==> src/rtl/hbm_narrow.sv <==
// rtl/hbm_narrow.sv - 256-bit slave to 512-bit master AXI4 INCR burst upsizer
// Ports: aclk/aresetn; s_axi_{ar,aw,w,r,b}* 256-bit AXI4 slave;
//        m_axi_{ar,aw,w,r,b}* 512-bit AXI4 master (no R/B id on master side).
// Optional: HBM_NARROW_BURST_CHECK_EN rejects non-32B or non-INCR requests with SLVERR.
module hbm_narrow #(
  parameter int ADDR_BITS = 64
) (
  input  logic                 aclk,
  input  logic                 aresetn,
  input  logic [ADDR_BITS-1:0] s_axi_araddr,
  input  logic [7:0]           s_axi_arlen,
  input  logic [2:0]           s_axi_arsize,
  input  logic [1:0]           s_axi_arburst,
  input  logic                 s_axi_arid,
  input  logic                 s_axi_arvalid,
  output logic                 s_axi_arready,
  input  logic [ADDR_BITS-1:0] s_axi_awaddr,
  input  logic [7:0]           s_axi_awlen,
  input  logic [2:0]           s_axi_awsize,
  input  logic [1:0]           s_axi_awburst,
  input  logic                 s_axi_awid,
  input  logic                 s_axi_awvalid,
  output logic                 s_axi_awready,
  input  logic [255:0]         s_axi_wdata,
  input  logic [31:0]          s_axi_wstrb,
  input  logic                 s_axi_wlast,
  input  logic                 s_axi_wvalid,
  output logic                 s_axi_wready,
  output logic [255:0]         s_axi_rdata,
  output logic                 s_axi_rid,
  output logic [1:0]           s_axi_rresp,
  output logic                 s_axi_rlast,
  output logic                 s_axi_rvalid,
  input  logic                 s_axi_rready,
  output logic                 s_axi_bid,
  output logic [1:0]           s_axi_bresp,
  output logic                 s_axi_bvalid,
  input  logic                 s_axi_bready,
  output logic [ADDR_BITS-1:0] m_axi_araddr,
  output logic [7:0]           m_axi_arlen,
  output logic [2:0]           m_axi_arsize,
  output logic [1:0]           m_axi_arburst,
  output logic                 m_axi_arid,
  output logic                 m_axi_arvalid,
  input  logic                 m_axi_arready,
  output logic [ADDR_BITS-1:0] m_axi_awaddr,
  output logic [7:0]           m_axi_awlen,
  output logic [2:0]           m_axi_awsize,
  output logic [1:0]           m_axi_awburst,
  output logic                 m_axi_awid,
  output logic                 m_axi_awvalid,
  input  logic                 m_axi_awready,
  output logic [511:0]         m_axi_wdata,
  output logic [63:0]          m_axi_wstrb,
  output logic                 m_axi_wlast,
  output logic                 m_axi_wvalid,
  input  logic                 m_axi_wready,
  input  logic [511:0]         m_axi_rdata,
  input  logic [1:0]           m_axi_rresp,
  input  logic                 m_axi_rlast,
  input  logic                 m_axi_rvalid,
  output logic                 m_axi_rready,
  input  logic [1:0]           m_axi_bresp,
  input  logic                 m_axi_bvalid,
  output logic                 m_axi_bready
);

  typedef enum logic [1:0] {RD_IDLE, RD_ADDR, RD_DATA} rd_state_t;
  typedef enum logic [1:0] {WR_IDLE, WR_ADDR, WR_DATA, WR_RESP} wr_state_t;

  // Master beat count: slave beats plus the leading empty half when addr[5]=1, halved.
  function automatic logic [7:0] up_len(input logic a5, input logic [7:0] len);
    logic [8:0] sum;
    sum = {1'b0, len} + {8'b0, a5};
    return sum[8:1];
  endfunction

  logic                 live;  // keeps address readies low until the first clock after reset
  rd_state_t            rd_state;
  logic                 rd_h, rd_id, rd_err;
  logic [7:0]           rd_n, rd_len;
  logic [ADDR_BITS-1:0] rd_addr;
  wr_state_t            wr_state;
  logic                 wr_h, wr_id, wr_err;
  logic [7:0]           wr_len;
  logic [ADDR_BITS-1:0] wr_addr;
  logic [255:0]         buf_data;
  logic [31:0]          buf_strb;
  logic                 ar_bad, aw_bad, wr_pass;
  logic                 unused_ok;

`ifdef HBM_NARROW_BURST_CHECK_EN
  assign ar_bad = (s_axi_arsize != 3'b101) || (s_axi_arburst != 2'b01);
  assign aw_bad = (s_axi_awsize != 3'b101) || (s_axi_awburst != 2'b01);
`else
  assign ar_bad = 1'b0;
  assign aw_bad = 1'b0;
`endif

  assign unused_ok = ^{s_axi_araddr[4:0], s_axi_awaddr[4:0], s_axi_arsize, s_axi_arburst,
                       s_axi_awsize, s_axi_awburst, m_axi_rlast};

  always_ff @(posedge aclk or negedge aresetn) begin
    if (!aresetn) live <= 1'b0;
    else          live <= 1'b1;
  end

  // Read path
  assign s_axi_arready = live && (rd_state == RD_IDLE);
  assign m_axi_araddr  = rd_addr;
  assign m_axi_arlen   = rd_len;
  assign m_axi_arsize  = 3'b110;
  assign m_axi_arburst = 2'b01;
  assign m_axi_arid    = 1'b0;
  assign m_axi_arvalid = (rd_state == RD_ADDR);
  assign s_axi_rvalid  = (rd_state == RD_DATA) && (rd_err || m_axi_rvalid);
  assign s_axi_rdata   = rd_err ? 256'b0 : (rd_h ? m_axi_rdata[511:256] : m_axi_rdata[255:0]);
  assign s_axi_rresp   = rd_err ? 2'b10 : m_axi_rresp;
  assign s_axi_rid     = rd_id;
  assign s_axi_rlast   = (rd_state == RD_DATA) && (rd_n == 8'd0);
  // A master beat retires after its upper half, or early when the burst ends on a lower half.
  assign m_axi_rready  = (rd_state == RD_DATA) && !rd_err && s_axi_rready &&
                         (rd_h || (rd_n == 8'd0));

  always_ff @(posedge aclk or negedge aresetn) begin
    if (!aresetn) begin
      rd_state <= RD_IDLE;
      rd_h     <= 1'b0;
      rd_n     <= 8'd0;
      rd_id    <= 1'b0;
      rd_err   <= 1'b0;
      rd_len   <= 8'd0;
      rd_addr  <= '0;
    end else begin
      case (rd_state)
        RD_IDLE: if (s_axi_arvalid && s_axi_arready) begin
          rd_h     <= s_axi_araddr[5];
          rd_n     <= s_axi_arlen;
          rd_id    <= s_axi_arid;
          rd_err   <= ar_bad;
          rd_addr  <= {s_axi_araddr[ADDR_BITS-1:6], 6'b0};
          rd_len   <= up_len(s_axi_araddr[5], s_axi_arlen);
          rd_state <= ar_bad ? RD_DATA : RD_ADDR;
        end
        RD_ADDR: if (m_axi_arready) rd_state <= RD_DATA;
        RD_DATA: if (s_axi_rvalid && s_axi_rready) begin
          rd_h <= ~rd_h;
          rd_n <= rd_n - 8'd1;
          if (rd_n == 8'd0) rd_state <= RD_IDLE;
        end
        default: rd_state <= RD_IDLE;
      endcase
    end
  end

  // Write path
  assign wr_pass       = wr_h || s_axi_wlast;  // this slave beat completes a master beat
  assign s_axi_awready = live && (wr_state == WR_IDLE);
  assign m_axi_awaddr  = wr_addr;
  assign m_axi_awlen   = wr_len;
  assign m_axi_awsize  = 3'b110;
  assign m_axi_awburst = 2'b01;
  assign m_axi_awid    = 1'b0;
  assign m_axi_awvalid = (wr_state == WR_ADDR);
  assign s_axi_wready  = (wr_state == WR_DATA) && (wr_err || !wr_pass || m_axi_wready);
  assign m_axi_wvalid  = (wr_state == WR_DATA) && !wr_err && wr_pass && s_axi_wvalid;
  assign m_axi_wdata   = wr_h ? {s_axi_wdata, buf_data} : {256'b0, s_axi_wdata};
  assign m_axi_wstrb   = wr_h ? {s_axi_wstrb, buf_strb} : {32'b0, s_axi_wstrb};
  assign m_axi_wlast   = s_axi_wlast;
  assign s_axi_bvalid  = (wr_state == WR_RESP) && (wr_err || m_axi_bvalid);
  assign s_axi_bresp   = wr_err ? 2'b10 : m_axi_bresp;
  assign s_axi_bid     = wr_id;
  assign m_axi_bready  = (wr_state == WR_RESP) && !wr_err && s_axi_bready;

  always_ff @(posedge aclk or negedge aresetn) begin
    if (!aresetn) begin
      wr_state <= WR_IDLE;
      wr_h     <= 1'b0;
      wr_id    <= 1'b0;
      wr_err   <= 1'b0;
      wr_len   <= 8'd0;
      wr_addr  <= '0;
      buf_data <= 256'b0;
      buf_strb <= 32'b0;
    end else begin
      case (wr_state)
        WR_IDLE: if (s_axi_awvalid && s_axi_awready) begin
          wr_h     <= s_axi_awaddr[5];
          wr_id    <= s_axi_awid;
          wr_err   <= aw_bad;
          wr_addr  <= {s_axi_awaddr[ADDR_BITS-1:6], 6'b0};
          wr_len   <= up_len(s_axi_awaddr[5], s_axi_awlen);
          buf_strb <= 32'b0;  // an unaligned first beat sees an empty lower half
          wr_state <= aw_bad ? WR_DATA : WR_ADDR;
        end
        WR_ADDR: if (m_axi_awready) wr_state <= WR_DATA;
        WR_DATA: if (s_axi_wvalid && s_axi_wready) begin
          if (!wr_err && !wr_pass) begin
            buf_data <= s_axi_wdata;
            buf_strb <= s_axi_wstrb;
            wr_h     <= 1'b1;
          end else begin
            buf_strb <= 32'b0;
            wr_h     <= 1'b0;
          end
          if (s_axi_wlast) wr_state <= WR_RESP;
        end
        WR_RESP: if (s_axi_bvalid && s_axi_bready) wr_state <= WR_IDLE;
        default: wr_state <= WR_IDLE;
      endcase
    end
  end

endmodule

==> config.mk <==
export PLATFORM = sky130hd
export DESIGN_NAME = hbm_narrow
export DESIGN_NICKNAME = d
export VERILOG_FILES = /design/src/rtl/hbm_narrow.sv
export SDC_FILE = /design/constraint.sdc
export NUM_CORES = 1
export LEC_CHECK = 0
export CORE_AREA = 2 2 774 776
export DETAILED_ROUTE_END_ITERATION = 8
export DIE_AREA = 0 0 776 778
export PLACE_DENSITY_LB_ADDON = 0.08
export REMOVE_ABC_BUFFERS = 1
export SYNTH_ARGS = -nofsm -noshare
export SYNTH_HDL_FRONTEND = slang
export SYNTH_SLANG_ARGS = --single-unit
==> constraint.sdc <==
create_clock -name aclk -period 2.4 [get_ports aclk]
set_clock_uncertainty 0.2 [all_clocks]
set_input_delay 0.48 -clock aclk [delete_from_list [all_inputs] [get_ports aclk]]
set_output_delay 0.48 -clock aclk [all_outputs]
set_load 0.02 [all_outputs]
==> run metrics <==
synthesized flop and latch total 437; critical path's slowest cell clkdlybuf4s50_1; CP startpoint kind flip-flop; Wirelength per Cell 30.0 µm; Root Driver clkbuf_16; Final WS setup -0.923 ns; Fillers 68,300; Mapped Cells 2,087; CTS Sinks 437; Routed Antenna Nets 0; Netlist cell types 46; crit-path max FO 13; Placer Congestion 0.885; chip height 778 µm; final WL 370,000 µm; mux cell area share after synthesis 40.8%; unrepaired setup endpoints after global routing yes; Final setup viols 1,202; cells along the critical path buf_16 > buf_16 > mux2_2 > clkdlybuf4s50_1; Slew headroom 59.5%; layout cells sized above 1 46.0%; ys async rst share 100%; Area Overhead vs Synth 145%; final hold vios 0; main combinational cell family by area after synthesis multiplexers; commonest non-fill, non-tap cell in the layout clkdlybuf4s50_1; core area 0.596 mm²; Synth Flop Type dfrtp_1; Cell Area, Placed 0.0584 mm²; grt total ovfl 0; post-synthesis compound-gate area fraction 1.95%; status finished with violations; area leader, netlist dfrtp_1; Seq/Total Area, Yosys 42.9%; CTS clk-pin slew, worst paths 0.06 ns; Post-Synth Simple-Gate Area 9.65%; largest buffer count on any clock path 4; PwrDens 1150 mW/mm²; dpl cells 12,000; Clock Latency Late Sink 0.82 ns; Power Total 71,800 µW; Register Area 0.0109 mm²; cell area after layout 0.0625 mm²; Hold WC Path Type input port to flip-flop; pre-CTS setup slack -0.522 ns; static leakage 0.0236 µW; most frequent cell on the critical path buf_16; Starting Density 4.27%; Tot GR Track Use 11.7%; initial antenna violation count 328; post-synth top area share 42.9%; Non-Filler Instances 12,300; final slew viol count 0; Worst-Margin Slew 0.606 ns; Crit Path Class flip-flop to output port; most frequent cells in the layout 1,146 x clkdlybuf4s50_1, 899 x mux2_2, 502 x buf_4; met2 GRT Util 23.0%; area of the multi-input gates 0.0138 mm²; busiest layer in global routing met2; Via density 2.24; largest net degree at the start of global routing 68; met1 Use GR 11.2%; syn_area_per_cell 12.2 µm²; Die ar. 0.604 mm²; hpwl dp 331,000 µm; First-pass DRT Iterations 4; CTS buffer count 80; via count 27,600; Worst Setup End Kind output port; mapped cell area 0.0255 mm²; fmax 0.301 GHz; failing checks negative setup slack; Die Span X 776 µm; Max-Cap Viols 0; Remaining DRCs 0; Worst IR Drop VDD 476 µV; layout net count 5,342; slowest cell delay on critical path 0.68 ns; Post-synth EDFFs 0; H-tree levels 3; number of synthesis warnings 0; Core Util, Final 10.5%; first-pass GRT wire length 436,000 µm; vias in the first global route 29,000; Adder-Cell Fraction of Synth Area 0.442%; period utilization 138%; I/O pin total 1,980; Cell Rows 284; Crit path arrival time 2.64 ns; data required time of the worst path 1.72 ns; minimum clock period 3.32 ns; GR Layer Usage met3 4.99%; port bufs 1,926; largest cells by area after synthesis dfrtp_1 43%, mux2_2 41%, and2_1 7.2%, buf_2 1.8%, nand2_1 1.3%; CTS tree done; xor and xnor area share after synthesis 0.413%; Initial DRC Count 1,002
==> synth_stat cells (all sizes together), types with 3 or more instances <==
cell type and number:
clkbuf 50, xnor2 6, nand2 85, and2 295, buf 130, dfrtp 437
nand3 8, nor3b 3, nor2 20, and3 5, a21oi 14, nor3 7
nor2b 3, xor2 6, ha 9, o21ai 50, mux2 922, inv 6
==> where the power goes <==
group | internal, µW | switching (µW) | leakage [µW]
registers | 11000 | 1800 | 0.00531
clock network | 7060 | 4950 | 0.00124
logic | 20800 | 26100 | 0.0170
==> per-stage QoR <==
stage / TNS, ns / hold slack [ns]
6_report: -637.32 / 0.121
4_1_cts: -879.55 / 0.000286
2_1_floorplan: - / -0.0156
3_3_place_gp: -212.84 / 0.201
3_5_place_dp: -210.40 / 0.200
5_1_grt: -824.05 / 0.0436
==> cell type report <==
type	instances	area share [%]
multi-input combinational	1487	22.1
sequential	437	17.5
clock inverter	19	0.389
clock buffer	119	3.70
antenna	44	0.176
timing repair buffer	2347	40.3
tap	7865	15.8
inverter	6	0.0361
==> final timing paths <==
kind | start | endpoint | depth (start not counted) | slack (ns)
min reg2reg | buf_strb[27] | buf_strb[27] | 2 | 0.27
max | rd_h | s_axi_rdata[202] | 4 | -0.92
min | s_axi_araddr[11] | m_axi_araddr[11] | 2 | 0.12
max in group asynchronous | aresetn | buf_data[89] | 3 | 0.98
max reg2reg | wr_h | buf_data[246] | 6 | -0.14
min in group asynchronous | aresetn | buf_data[65] | 3 | 0.32
==> routing by layer <==
layer  share of wire, %  up-vias
met5               0.33        -
met3                9.2      678
li1                   -    11900
met2                 55     1552
met1                 33    13200
met4                2.6      192
==> sequential cells by signal, indices dropped and copies added (netlist names) <==
signal        count
m_axi_awlen       8
buf_data        256
buf_strb         32
live              1
m_axi_awaddr     58
s_axi_bid         1
wr_h              1
rd_state          2
m_axi_arlen       8
m_axi_araddr     58
wr_state          2
s_axi_rid         1
rd_n              8
rd_h              1
==> cell families after synthesis <==
family          count (synthesis)
compound gates                 82
xor+xnor                       12
fa+ha+maj                       9
buf+inv                       186
flops                         437
mux                           924
other cells                     2
simple gates                  435
==> what timing repair did <==
action / CTS / global route
endpoints found under the setup margin: 1237 / 1238
cloned: 4 / 3
hold buffers: 92 / 0
hold endpoints to repair: 332 / 0
buffers inserted: 9 / 16
resized for setup: 370 / 256
==> worst max-delay path: cells and delay by family, from the launching register on <==
kind	cells	cell delay [ns]
buffers and inverters	3	1.03
DFF	1	0.51
muxes	1	0.25
Power figures use the tool's default switching activity.
